==> src/rtl/load_store_unit_pkg.sv <==
// Shared definitions for the load/store unit: RV32I width codes and FSM states.
package load_store_unit_pkg;

   localparam logic [2:0] F3_B  = 3'b000;
   localparam logic [2:0] F3_H  = 3'b001;
   localparam logic [2:0] F3_W  = 3'b010;
   localparam logic [2:0] F3_BU = 3'b100;
   localparam logic [2:0] F3_HU = 3'b101;

   typedef enum logic [1:0] {
      IDLE = 2'd0,
      REQ  = 2'd1,
      WAIT = 2'd2
   } lsu_state_t;

endpackage

==> src/rtl/load_store_unit_align.sv <==
// Pure combinational lane logic: store byte-enable/data steering and load
// byte/half extraction with sign or zero extension.
module load_store_unit_align
   import load_store_unit_pkg::*;
#(
   parameter int XLEN = 32,
   parameter int BE_W = XLEN / 8
) (
   input  logic [2:0]      funct3,
   input  logic [1:0]      offset,
   input  logic [XLEN-1:0] store_data,
   input  logic [XLEN-1:0] load_word,
   output logic [BE_W-1:0] be,
   output logic [XLEN-1:0] wdata,
   output logic [XLEN-1:0] load_ext
);

   logic [7:0]  lane_byte;
   logic [15:0] lane_half;

   // Store side: replicate the data across lanes and enable only the target bytes.
   always_comb begin
      be    = '0;
      wdata = '0;
      case (funct3[1:0])
         2'b00: begin
            be    = BE_W'(1) << offset;
            wdata = {(XLEN/8){store_data[7:0]}};
         end
         2'b01: begin
            be    = offset[1] ? BE_W'(4'b1100) : BE_W'(4'b0011);
            wdata = {(XLEN/16){store_data[15:0]}};
         end
         default: begin
            be    = '1;
            wdata = store_data;
         end
      endcase
   end

   // Load side: pick the addressed lane, then extend according to the width code.
   always_comb begin
      lane_byte = load_word[7:0];
      case (offset)
         2'd0:    lane_byte = load_word[7:0];
         2'd1:    lane_byte = load_word[15:8];
         2'd2:    lane_byte = load_word[23:16];
         default: lane_byte = load_word[31:24];
      endcase
      lane_half = offset[1] ? load_word[31:16] : load_word[15:0];
      case (funct3)
         F3_B:    load_ext = {{(XLEN-8){lane_byte[7]}}, lane_byte};
         F3_BU:   load_ext = {{(XLEN-8){1'b0}}, lane_byte};
         F3_H:    load_ext = {{(XLEN-16){lane_half[15]}}, lane_half};
         F3_HU:   load_ext = {{(XLEN-16){1'b0}}, lane_half};
         default: load_ext = load_word;
      endcase
   end

endmodule

==> src/rtl/load_store_unit.sv <==
// Load/store unit: checks each access, drives a single-outstanding memory
// port and returns aligned, extended load data while stalling the core.
module load_store_unit
   import load_store_unit_pkg::*;
#(
   parameter int XLEN = 32,
   parameter int BE_W = XLEN / 8
) (
   input  logic            clk,
   input  logic            rst_n,
   input  logic            ex_valid,
   input  logic            ex_load,
   input  logic            ex_store,
   input  logic [2:0]      funct3,
   input  logic [XLEN-1:0] addr,
   input  logic [XLEN-1:0] store_data,
   output logic            lsu_stall,
   output logic            lsu_done,
   output logic [XLEN-1:0] load_data,
   output logic            misaligned,
   output logic            illegal,
   output logic            mem_req,
   output logic            mem_we,
   output logic [XLEN-1:0] mem_addr,
   output logic [XLEN-1:0] mem_wdata,
   output logic [BE_W-1:0] mem_be,
   input  logic            mem_ready,
   input  logic            mem_rvalid,
   input  logic [XLEN-1:0] mem_rdata
);

   lsu_state_t      state, nextState;
   logic [1:0]      offsetQ;
   logic [2:0]      funct3Q;
   logic [BE_W-1:0] beQ;
   logic [XLEN-1:0] wdataQ;
   logic [XLEN-1:0] addrQ;
   logic            weQ;

   logic            access;
   logic            badFunct3;
   logic            illegalC;
   logic            misalignedC;
   logic            doneC;
   logic            reqC;
   logic            capture;
   logic            loadUpdate;

   logic [2:0]      alignFunct3;
   logic [1:0]      alignOffset;
   logic [BE_W-1:0] alignBe;
   logic [XLEN-1:0] alignWdata;
   logic [XLEN-1:0] alignLoad;

   // Classify the incoming access; a load and store together is always illegal.
   always_comb begin
      access      = ex_valid & (ex_load | ex_store);
      badFunct3   = ex_load ? (funct3 == 3'b011 || funct3 == 3'b110 || funct3 == 3'b111)
                            : (funct3 > F3_W);
      illegalC    = (ex_load & ex_store) | badFunct3;
      misalignedC = ((funct3[1:0] == 2'b01) & addr[0]) |
                    ((funct3[1:0] == 2'b10) & (addr[1:0] != 2'b00));
   end

   // In IDLE the aligner sees the new instruction; afterwards the latched access.
   always_comb begin
      alignFunct3 = (state == IDLE) ? funct3    : funct3Q;
      alignOffset = (state == IDLE) ? addr[1:0] : offsetQ;
   end

   load_store_unit_align #(.XLEN(XLEN), .BE_W(BE_W)) u_align (
      .funct3     (alignFunct3),
      .offset     (alignOffset),
      .store_data (store_data),
      .load_word  (mem_rdata),
      .be         (alignBe),
      .wdata      (alignWdata),
      .load_ext   (alignLoad)
   );

   // FSM state register; reset abandons any in-flight access.
   always_ff @(posedge clk or negedge rst_n) begin
      if (!rst_n) state <= IDLE;
      else        state <= nextState;
   end

   // Next-state and per-cycle control: exceptions finish in IDLE, others go to memory.
   always_comb begin
      nextState  = state;
      doneC      = 1'b0;
      reqC       = 1'b0;
      capture    = 1'b0;
      loadUpdate = 1'b0;
      case (state)
         IDLE: begin
            if (access) begin
               if (illegalC || misalignedC) begin
                  doneC = 1'b1;
               end else begin
                  capture   = 1'b1;
                  nextState = REQ;
               end
            end
         end
         REQ: begin
            reqC = 1'b1;
            if (mem_ready) begin
               if (weQ) begin
                  doneC     = 1'b1;
                  nextState = IDLE;
               end else if (mem_rvalid) begin
                  doneC      = 1'b1;
                  loadUpdate = 1'b1;
                  nextState  = IDLE;
               end else begin
                  nextState = WAIT;
               end
            end
         end
         WAIT: begin
            if (mem_rvalid) begin
               doneC      = 1'b1;
               loadUpdate = 1'b1;
               nextState  = IDLE;
            end
         end
         default: nextState = IDLE;
      endcase
   end

   // Latch the request fields so they stay stable until memory accepts them.
   always_ff @(posedge clk or negedge rst_n) begin
      if (!rst_n) begin
         offsetQ <= '0;
         funct3Q <= '0;
         beQ     <= '0;
         wdataQ  <= '0;
         addrQ   <= '0;
         weQ     <= 1'b0;
      end else if (capture) begin
         offsetQ <= addr[1:0];
         funct3Q <= funct3;
         beQ     <= alignBe;
         wdataQ  <= alignWdata;
         addrQ   <= {addr[XLEN-1:2], 2'b00};
         weQ     <= ex_store;
      end
   end

   // Load result register changes only when a load completes.
   always_ff @(posedge clk or negedge rst_n) begin
      if (!rst_n)          load_data <= '0;
      else if (loadUpdate) load_data <= alignLoad;
   end

   // Outputs are forced low while reset is held, even with ex_valid still asserted.
   always_comb begin
      lsu_done   = rst_n & doneC;
      illegal    = rst_n & (state == IDLE) & access & illegalC;
      misaligned = rst_n & (state == IDLE) & access & ~illegalC & misalignedC;
      lsu_stall  = rst_n & ~doneC & (access | (state != IDLE));
      mem_req    = rst_n & reqC;
      mem_we     = rst_n & reqC & weQ;
      mem_be     = (rst_n & reqC) ? beQ : '0;
      mem_addr   = addrQ;
      mem_wdata  = wdataQ;
   end

endmodule

==> config.mk <==
export PLATFORM = sky130hd
export DESIGN_NAME = load_store_unit
export DESIGN_NICKNAME = d
export VERILOG_FILES = /design/src/rtl/load_store_unit_pkg.sv /design/src/rtl/load_store_unit_align.sv /design/src/rtl/load_store_unit.sv
export SDC_FILE = /design/constraint.sdc
export NUM_CORES = 1
export LEC_CHECK = 0
export CORE_AREA = 8 8 126 128
export CTS_CLUSTER_DIAMETER = 150
export CTS_CLUSTER_SIZE = 8
export DETAILED_ROUTE_END_ITERATION = 8
export DIE_AREA = 0 0 134 136
export HOLD_SLACK_MARGIN = 0.08
export PLACE_DENSITY = 0.81
export SYNTH_ARGS = -nofsm -noshare
export SYNTH_HDL_FRONTEND = slang
export SYNTH_SLANG_ARGS = --single-unit
==> constraint.sdc <==
create_clock -name clk -period 1.95 [get_ports clk]
set_input_delay 0.585 -clock clk [delete_from_list [all_inputs] [get_ports clk]]
set_output_delay 0.585 -clock clk [all_outputs]
set_load 0.005 [all_outputs]
==> results of run 1 <==
area by class of cell:
type | instances | area, µm² | share of cell area
repair buffers | 300 | 3040 | 0.333
multi-input cells | 335 | 2920 | 0.320
flip-flops and latches | 106 | 2650 | 0.291
clock buffers | 12 | 246 | 0.0270
well taps | 184 | 230 | 0.0252
inverters | 6 | 22.5 | 0.00247
clock inverters | 2 | 15.0 | 0.00165
Yosys cell counts, types with 2 or more instances:
cell,instances
clkbuf_1,13
a221oi_1,15
nand2_1,63
inv_1,6
a21oi_2,12
nor2_1,25
nand3_1,2
buf_6,8
a221oi_2,2
a222oi_1,8
a21oi_1,34
a31oi_1,4
a21o_1,5
o21a_1,2
nor2_2,2
nand4b_1,2
nand2b_1,2
buf_4,6
o21ai_1,27
nor3b_1,4
mux2_4,46
and3_1,5
mux2i_1,20
mux2_2,2
o21ai_0,19
dfrtp_1,106
buf_2,6
ha_1,4
sequential cells by signal, summed over array words and instances (netlist names):
name / count
mem_wdata: 32
load_data: 32
beQ: 4
weQ: 1
state: 2
funct3Q: 3
mem_addr: 30
offsetQ: 2
metrics by stage:
| stage | util | hold slack, ns |
|---|---|---|
| global route | 0.650 | 0.276 |
| detailed placement | 0.578 | 0.438 |
| global placement | 0.578 | 0.436 |
| finish | 0.650 | 0.270 |
| CTS | 0.628 | 0.239 |
| floorplan | - | 0.289 |
cell usage in the layout, fill, tap and decap left out, types with 2 or more instances in the layout:
cell type / n
nand2_1: 62
clkdlybuf4s15_2: 3
buf_6: 22
mux2_4: 50
clkbuf_1: 2
o21ai_0: 5
inv_2: 2
inv_1: 4
o21ai_1: 41
a21oi_2: 14
ha_4: 3
a31oi_1: 3
a221oi_2: 16
buf_4: 55
nand2b_1: 2
a21o_1: 4
clkinvlp_4: 2
clkbuf_16: 14
a21oi_1: 28
nor2_1: 23
mux2i_2: 3
buf_2: 8
mux2i_1: 16
dfrtp_1: 106
buf_12: 10
a222oi_1: 8
conb_1: 2
clkdlybuf4s50_1: 187
nor3b_1: 3
nor2_2: 3
nand4b_1: 2
a21oi_4: 4
and3_1: 5
o31ai_4: 2
o21a_1: 2
dlygate4sd2_1: 6
nor2_4: 2
how the worst min path moves through the flow:
stage	endpoint	slack [ns]	cells past startpoint
after floorplan	beQ[0]	0.29	0
after global placement	beQ[0]	0.44	1
after detailed placement	beQ[0]	0.44	1
after CTS	weQ	0.24	2
after global routing	weQ	0.28	2
final	weQ	0.27	2
per-layer routing:
layer / track usage / routed length [µm] / share of wire
met5: 0 / 0 / 0
met4: 0.0842 / 507 / 0.026
met3: 0.0458 / 1310 / 0.066
met2: 0.358 / 9880 / 0.50
met1: 0.239 / 8150 / 0.41
cell families after synthesis:
kind of cell | after synthesis | share of synthesized area
flops | 106 | 0.490
mux | 68 | 0.169
simple gates | 117 | 0.104
xor+xnor | 1 | 0.00162
other cells | 1 | 0.000693
fa+ha+maj | 4 | 0.00924
compound gates | 140 | 0.182
buf+inv | 40 | 0.0446
report_power, final:
part | leakage [nW] | internal, W | switching [W]
Combinational | 2.64 | 0.00484 | 0.00340
Clock | 0.121 | 0.000890 | 0.000794
Sequential | 1.30 | 0.00325 | 0.000726
repair_timing:
action / 4_1_cts / 5_1_grt
endpoints found under the hold margin: 3 / 0
resized for setup: 123 / 44
hold buffers: 1 / 0
setup endpoints to repair: 114 / 80
cloned: 5 / 5
setup buffers: 13 / 15
pin swaps: 28 / 17
==> summary.md, run 1 <==
| Metric | Value |
|---|---|
| Fin cells | 945 |
| Total grt overflow | 0 |
| Fraction of layout cells with a size suffix above 1 | 0.315 |
| R2R Setup Slk | -0.22 ns |
| Final Skew | roughly 0.0060 ns |
| Area delta synth->final | 68.5% |
| Die width | about 130 µm |
| Root Buffer | clkbuf_16 |
| Leak | 4.06 nW |
| Die Y-Extent | around 140 µm |
| ANT cells | 0 |
| Post-layout nets | about 870 |
| Setup ws final | -0.294 ns |
| Fmax | approximately 0.45 GHz |
| Buf+Inv Stages, Crit Path | 4 |
| Placed Instances | around 900 |
| Power after layout | between 0.01 and 0.015 W |
| DR iter-0 viols | approximately 340 |
| Yosys top cell area share | 0.490 |
| Skew-Pair Late Insertion Delay | about 0.34 ns |
| Worst setup path startpoint | state[1] |
| Post-route ant nets | 0 |
| Max Buffers Root-to-Sink | 2 |
| Crit path launch type | register |
| Number of flops mapped to enable cells by yosys | 0 |
| Maximum vdd drop | ~700 µV |
| Crit path max fanout | 8 |
| Worst-case reg-to-reg path depth | 10 |
| Fillers | about 1000 |
| CTS tree | built |
| Worst r2r src | state[1] |
| RSZ-0062 raised after global routing | true |
| Stages on worst setup path | 7 |
| Worst Setup End Kind | output port |
| Synth Area per Inst | ~11 µm² |
| Failing checks | setup timing |
| Yosys top cell by area | dfrtp_1 |
| MaxCap Viol Count | 0 |
| WS Path Type | register to output port |
| Clock transition at the registers of the reported paths | about 0.070 ns |
| GRT Util Overall | 0.205 |
| Drt wl/cell | between 20 and 25 µm |
| Num CTS Buffers | 9 |
| RD Place Congestion | around 0.89 |
| Slew headroom | 0.408 |
| DRT Pass-1 Iters | 7 |
| Initial antenna violation count | 0 |
| Crit path time final | roughly 2.2 ns |
| Cell count after synthesis | roughly 480 |
| First-pass GRT wire length | approximately 30 mm |
| Most area-consuming cells after synthesis | dfrtp_1, mux2_4, nand2_1, mux2i_1, a21oi_1 |
| Row cnt | 44 |
| HP Class | input port to async pin |
| Yosys warning count | 0 |
| Yosys cell types | 55 |
| Vias in the first global route | between 5000 and 6000 |
| H-tree levels | 3 |
| Core area | 14000 µm² |
| Via count | between 5000 and 6000 |
| Post-route DRC | 0 |
| Register area share after synthesis | 0.490 |
| CP endpoint | misaligned |
| Largest net degree at the start of global routing | 73 |
| # port buffers | around 210 |
| Crit path cell chain | inv_2, buf_6, ha_4, buf_4, nand3_4, nor3b_2, buf_2 |
| Post-DP Area | between 8000 and 9000 µm² |
| Design area | 9120 µm² |
| Worst Path Required | 1.36 ns |
| Pins Over Slew Limit | 0 |
| Largest delay share family, worst path | buffers and inverters |
| Setup TNS | -11.10 ns |
| Ys async rst share | 1.00 |
| Cell area after synthesis | between 5000 and 6000 µm² |
| Power per cell area | around 1500 nW/µm² |
| Max incr delay on CP | roughly 0.40 ns |
| Final period util | 1.15 |
| Flop and latch count out of synthesis | between 100 and 150 |
| Post-synth top flop | dfrtp_1 |
| R2r endpoint | load_data[30] |
| Top Ports | around 210 |
| Hold Fails Final Rpt | 0 |
| Die area | between 15000 and 20000 µm² |
| Highest-delay cell along the critical path | dfrtp_1 |
| Initial Util | 0.386 |
| Final WL | between 15 and 20 mm |
| Status | complete, but fails checks |
| Measured slew at the worst slew-check pin | 0.888 ns |
| CP arrival | 1.66 ns |
| DP Worst Slack | -1.00 ns |
| Final setup fails | 91 |
| DP HPWL | 13.6 mm |
| Sink Count | about 110 |
| Vias/cell | around 5.4 |
No activity file was read; power rests on OpenSTA's default activity.
==> inputs of run 2 (changes only) <==
Settings changed: CORE_AREA 8 8 126 128 to 2 2 120 122, DIE_AREA 0 0 134 136 to 0 0 122 124.
==> run 2 against run 1 <==
  * Wire length down 3.6%
  * Fmax down 1.6%
  * Worst hold slack worse by 0.030 ns
  * Clock skew up 0.0048 ns
  * Register-to-register slack worse by 0.03 ns
  * The run still ends with setup timing left
  * Largest power group unchanged
  * Sequential power about the same
==> summary.md, run 2 (synthesis results as in run 1) <==
| Metric | Value |
|---|---|
| Final setup fails | 66 |
| Final Skew | about 0.011 ns |
| # port buffers | between 200 and 250 |
| Slew headroom | 0.277 |
| WS Path Type | register to output port |
| Sink Count | between 100 and 150 |
| Final WL | roughly 19 mm |
| CTS tree | built |
| Hold Fails Final Rpt | 0 |
| Crit path time final | approximately 2.3 ns |
| HP Class | input port to async pin |
| Setup ws final | -0.330 ns |
| Worst-case reg-to-reg path depth | 9 |
| Num CTS Buffers | 9 |
| Vias/cell | roughly 5.4 |
| Fmax | about 0.44 GHz |
| R2r endpoint | load_data[29] |
| Crit path max fanout | 4 |
| Post-route ant nets | 0 |
| CP arrival | about 1.7 ns |
| First-pass GRT wire length | 26.5 mm |
| Die area | between 15000 and 20000 µm² |
| Worst Path Required | about 1.4 ns |
| Post-layout nets | between 800 and 900 |
| Final period util | 1.17 |
| Pins Over Slew Limit | 0 |
| RSZ-0062 raised after global routing | true |
| Max Buffers Root-to-Sink | 2 |
| RD Place Congestion | 0.888 |
| Die Y-Extent | ~120 µm |
| Top Ports | around 210 |
| Post-layout util | 0.674 |
| Crit path launch type | register |
| Status | complete, but fails checks |
| Initial Util | 0.395 |
| Commonest non-fill, non-tap cells in the layout | clkdlybuf4s50_1, dfrtp_1, nand2_1 |
| Total grt overflow | 0 |
| Worst Setup End Kind | output port |
| Fraction of layout cells with a size suffix above 1 | 0.330 |
| Power per cell area | approximately 1500 nW/µm² |
| Worst r2r src | state[0] |
| Vias in the first global route | about 5200 |
| H-tree levels | 3 |
| Drt wl/cell | just over 20 µm |
| GRT Util Overall | 0.228 |
| Row cnt | 43 |
| Clock transition at the registers of the reported paths | roughly 0.070 ns |
| Core area | 13700 µm² |
| Area delta synth->final | 70.7% |
| DRT Pass-1 Iters | 6 |
| Post-route DRC | 0 |
| Initial antenna violation count | 0 |
| Root Buffer | clkbuf_16 |
| MaxCap Viol Count | 0 |
| DP HPWL | 12.5 mm |
| Skew-Pair Late Insertion Delay | roughly 0.35 ns |
| Hold-fix buffers, CTS | 0 |
| Maximum vdd drop | approximately 1200 µV |
| Largest net degree at the start of global routing | 85 |
| Failing checks | setup timing |
| DR iter-0 viols | between 300 and 400 |
| Via count | 5078 |
| Leak | around 4.1 nW |
| Setup TNS | -10.74 ns |
| ANT cells | 0 |
| Measured slew at the worst slew-check pin | roughly 1.1 ns |
| R2R Setup Slk | -0.25 ns |
| Most common cell after layout, fill and taps aside | clkdlybuf4s50_1 |
| Die width | approximately 120 µm |
==> run 2: changes by cell type in the layout (fill, tap and decap cells not counted), moves of 3 or more <==
cell	previous run	this run
a21oi_2	14	19
buf_2	8	5
a221oi_4	1	5
a21oi_1	28	25
a221oi_2	16	12
and3_4	0	3
and3_1	5	2
buf_4	55	58
clkinv_2	0	4
==> run 2: critical path: stages, from the launching register on <==
cell     delay (ns)
dfrtp_1        0.40
inv_2          0.12
ha_4           0.19
a31oi_4        0.10
buf_4          0.15
o31ai_2        0.22
a21oi_2        0.04
buf_2          0.13
==> run 2: worst max path at each step <==
| stage | from | to | cells past startpoint |
|---|---|---|---|
| after floorplan | funct3[1] | lsu_stall | 6 |
| after global placement | funct3[1] | lsu_done | 7 |
| after detailed placement | funct3[1] | lsu_done | 7 |
| after CTS | state[1] | lsu_done | 7 |
| after global routing | state[1] | lsu_done | 7 |
| final | state[1] | lsu_stall | 7 |
==> run 2: metal layers <==
layer | track usage | up-vias | wire length (µm)
li1 | - | 2305 | -
met1 | 0.270 | 2499 | 7650
met2 | 0.396 | 225 | 9600
met3 | 0.0430 | 49 | 1190
met4 | 0.118 | 0 | 671
met5 | 0 | - | 0
==> run 2: layout make-up <==
type / instances / area [µm²]
clock buffers: 9 / 225
clock inverters: 6 / 58.8
fillers: 958 / 4480
inverters: 6 / 22.5
multi-input cells: 335 / 2960
flip-flops and latches: 106 / 2650
well taps: 180 / 225
repair buffers: 301 / 3100
==> run 2: per-stage QoR <==
| step | instances | power (W) | setup WS, ns | hold slack [ns] | instance area, µm² |
|---|---|---|---|---|---|
| 6_report | 943 | 0.0141 | -0.330 | 0.240 | 9240 |
| 5_1_grt | 943 | 0.0149 | -0.394 | 0.253 | 9240 |
| 4_1_cts | 929 | 0.0136 | -0.248 | 0.226 | 8850 |
| 3_5_place_dp | 897 | 0.0109 | -1.01 | 0.471 | 8180 |
| 3_3_place_gp | 897 | 0.0107 | -0.950 | 0.452 | 8180 |
| 2_1_floorplan | 478 | 0.00726 | -0.0544 | 0.289 | 5480 |
==> run 2: power breakdown <==
group	switching [W]	leakage (nW)	internal (W)
combinational	0.00343	2.68	0.00491
sequential	0.000737	1.30	0.00325
clock	0.000800	0.145	0.000982
==> run 2: repair_timing <==
| item | CTS | global route |
|---|---|---|
| gates cloned | 3 | 9 |
| buffers inserted | 14 | 6 |
| gates resized for setup | 129 | 37 |
| setup endpoints to repair | 115 | 108 |
| pin swaps | 19 | 9 |
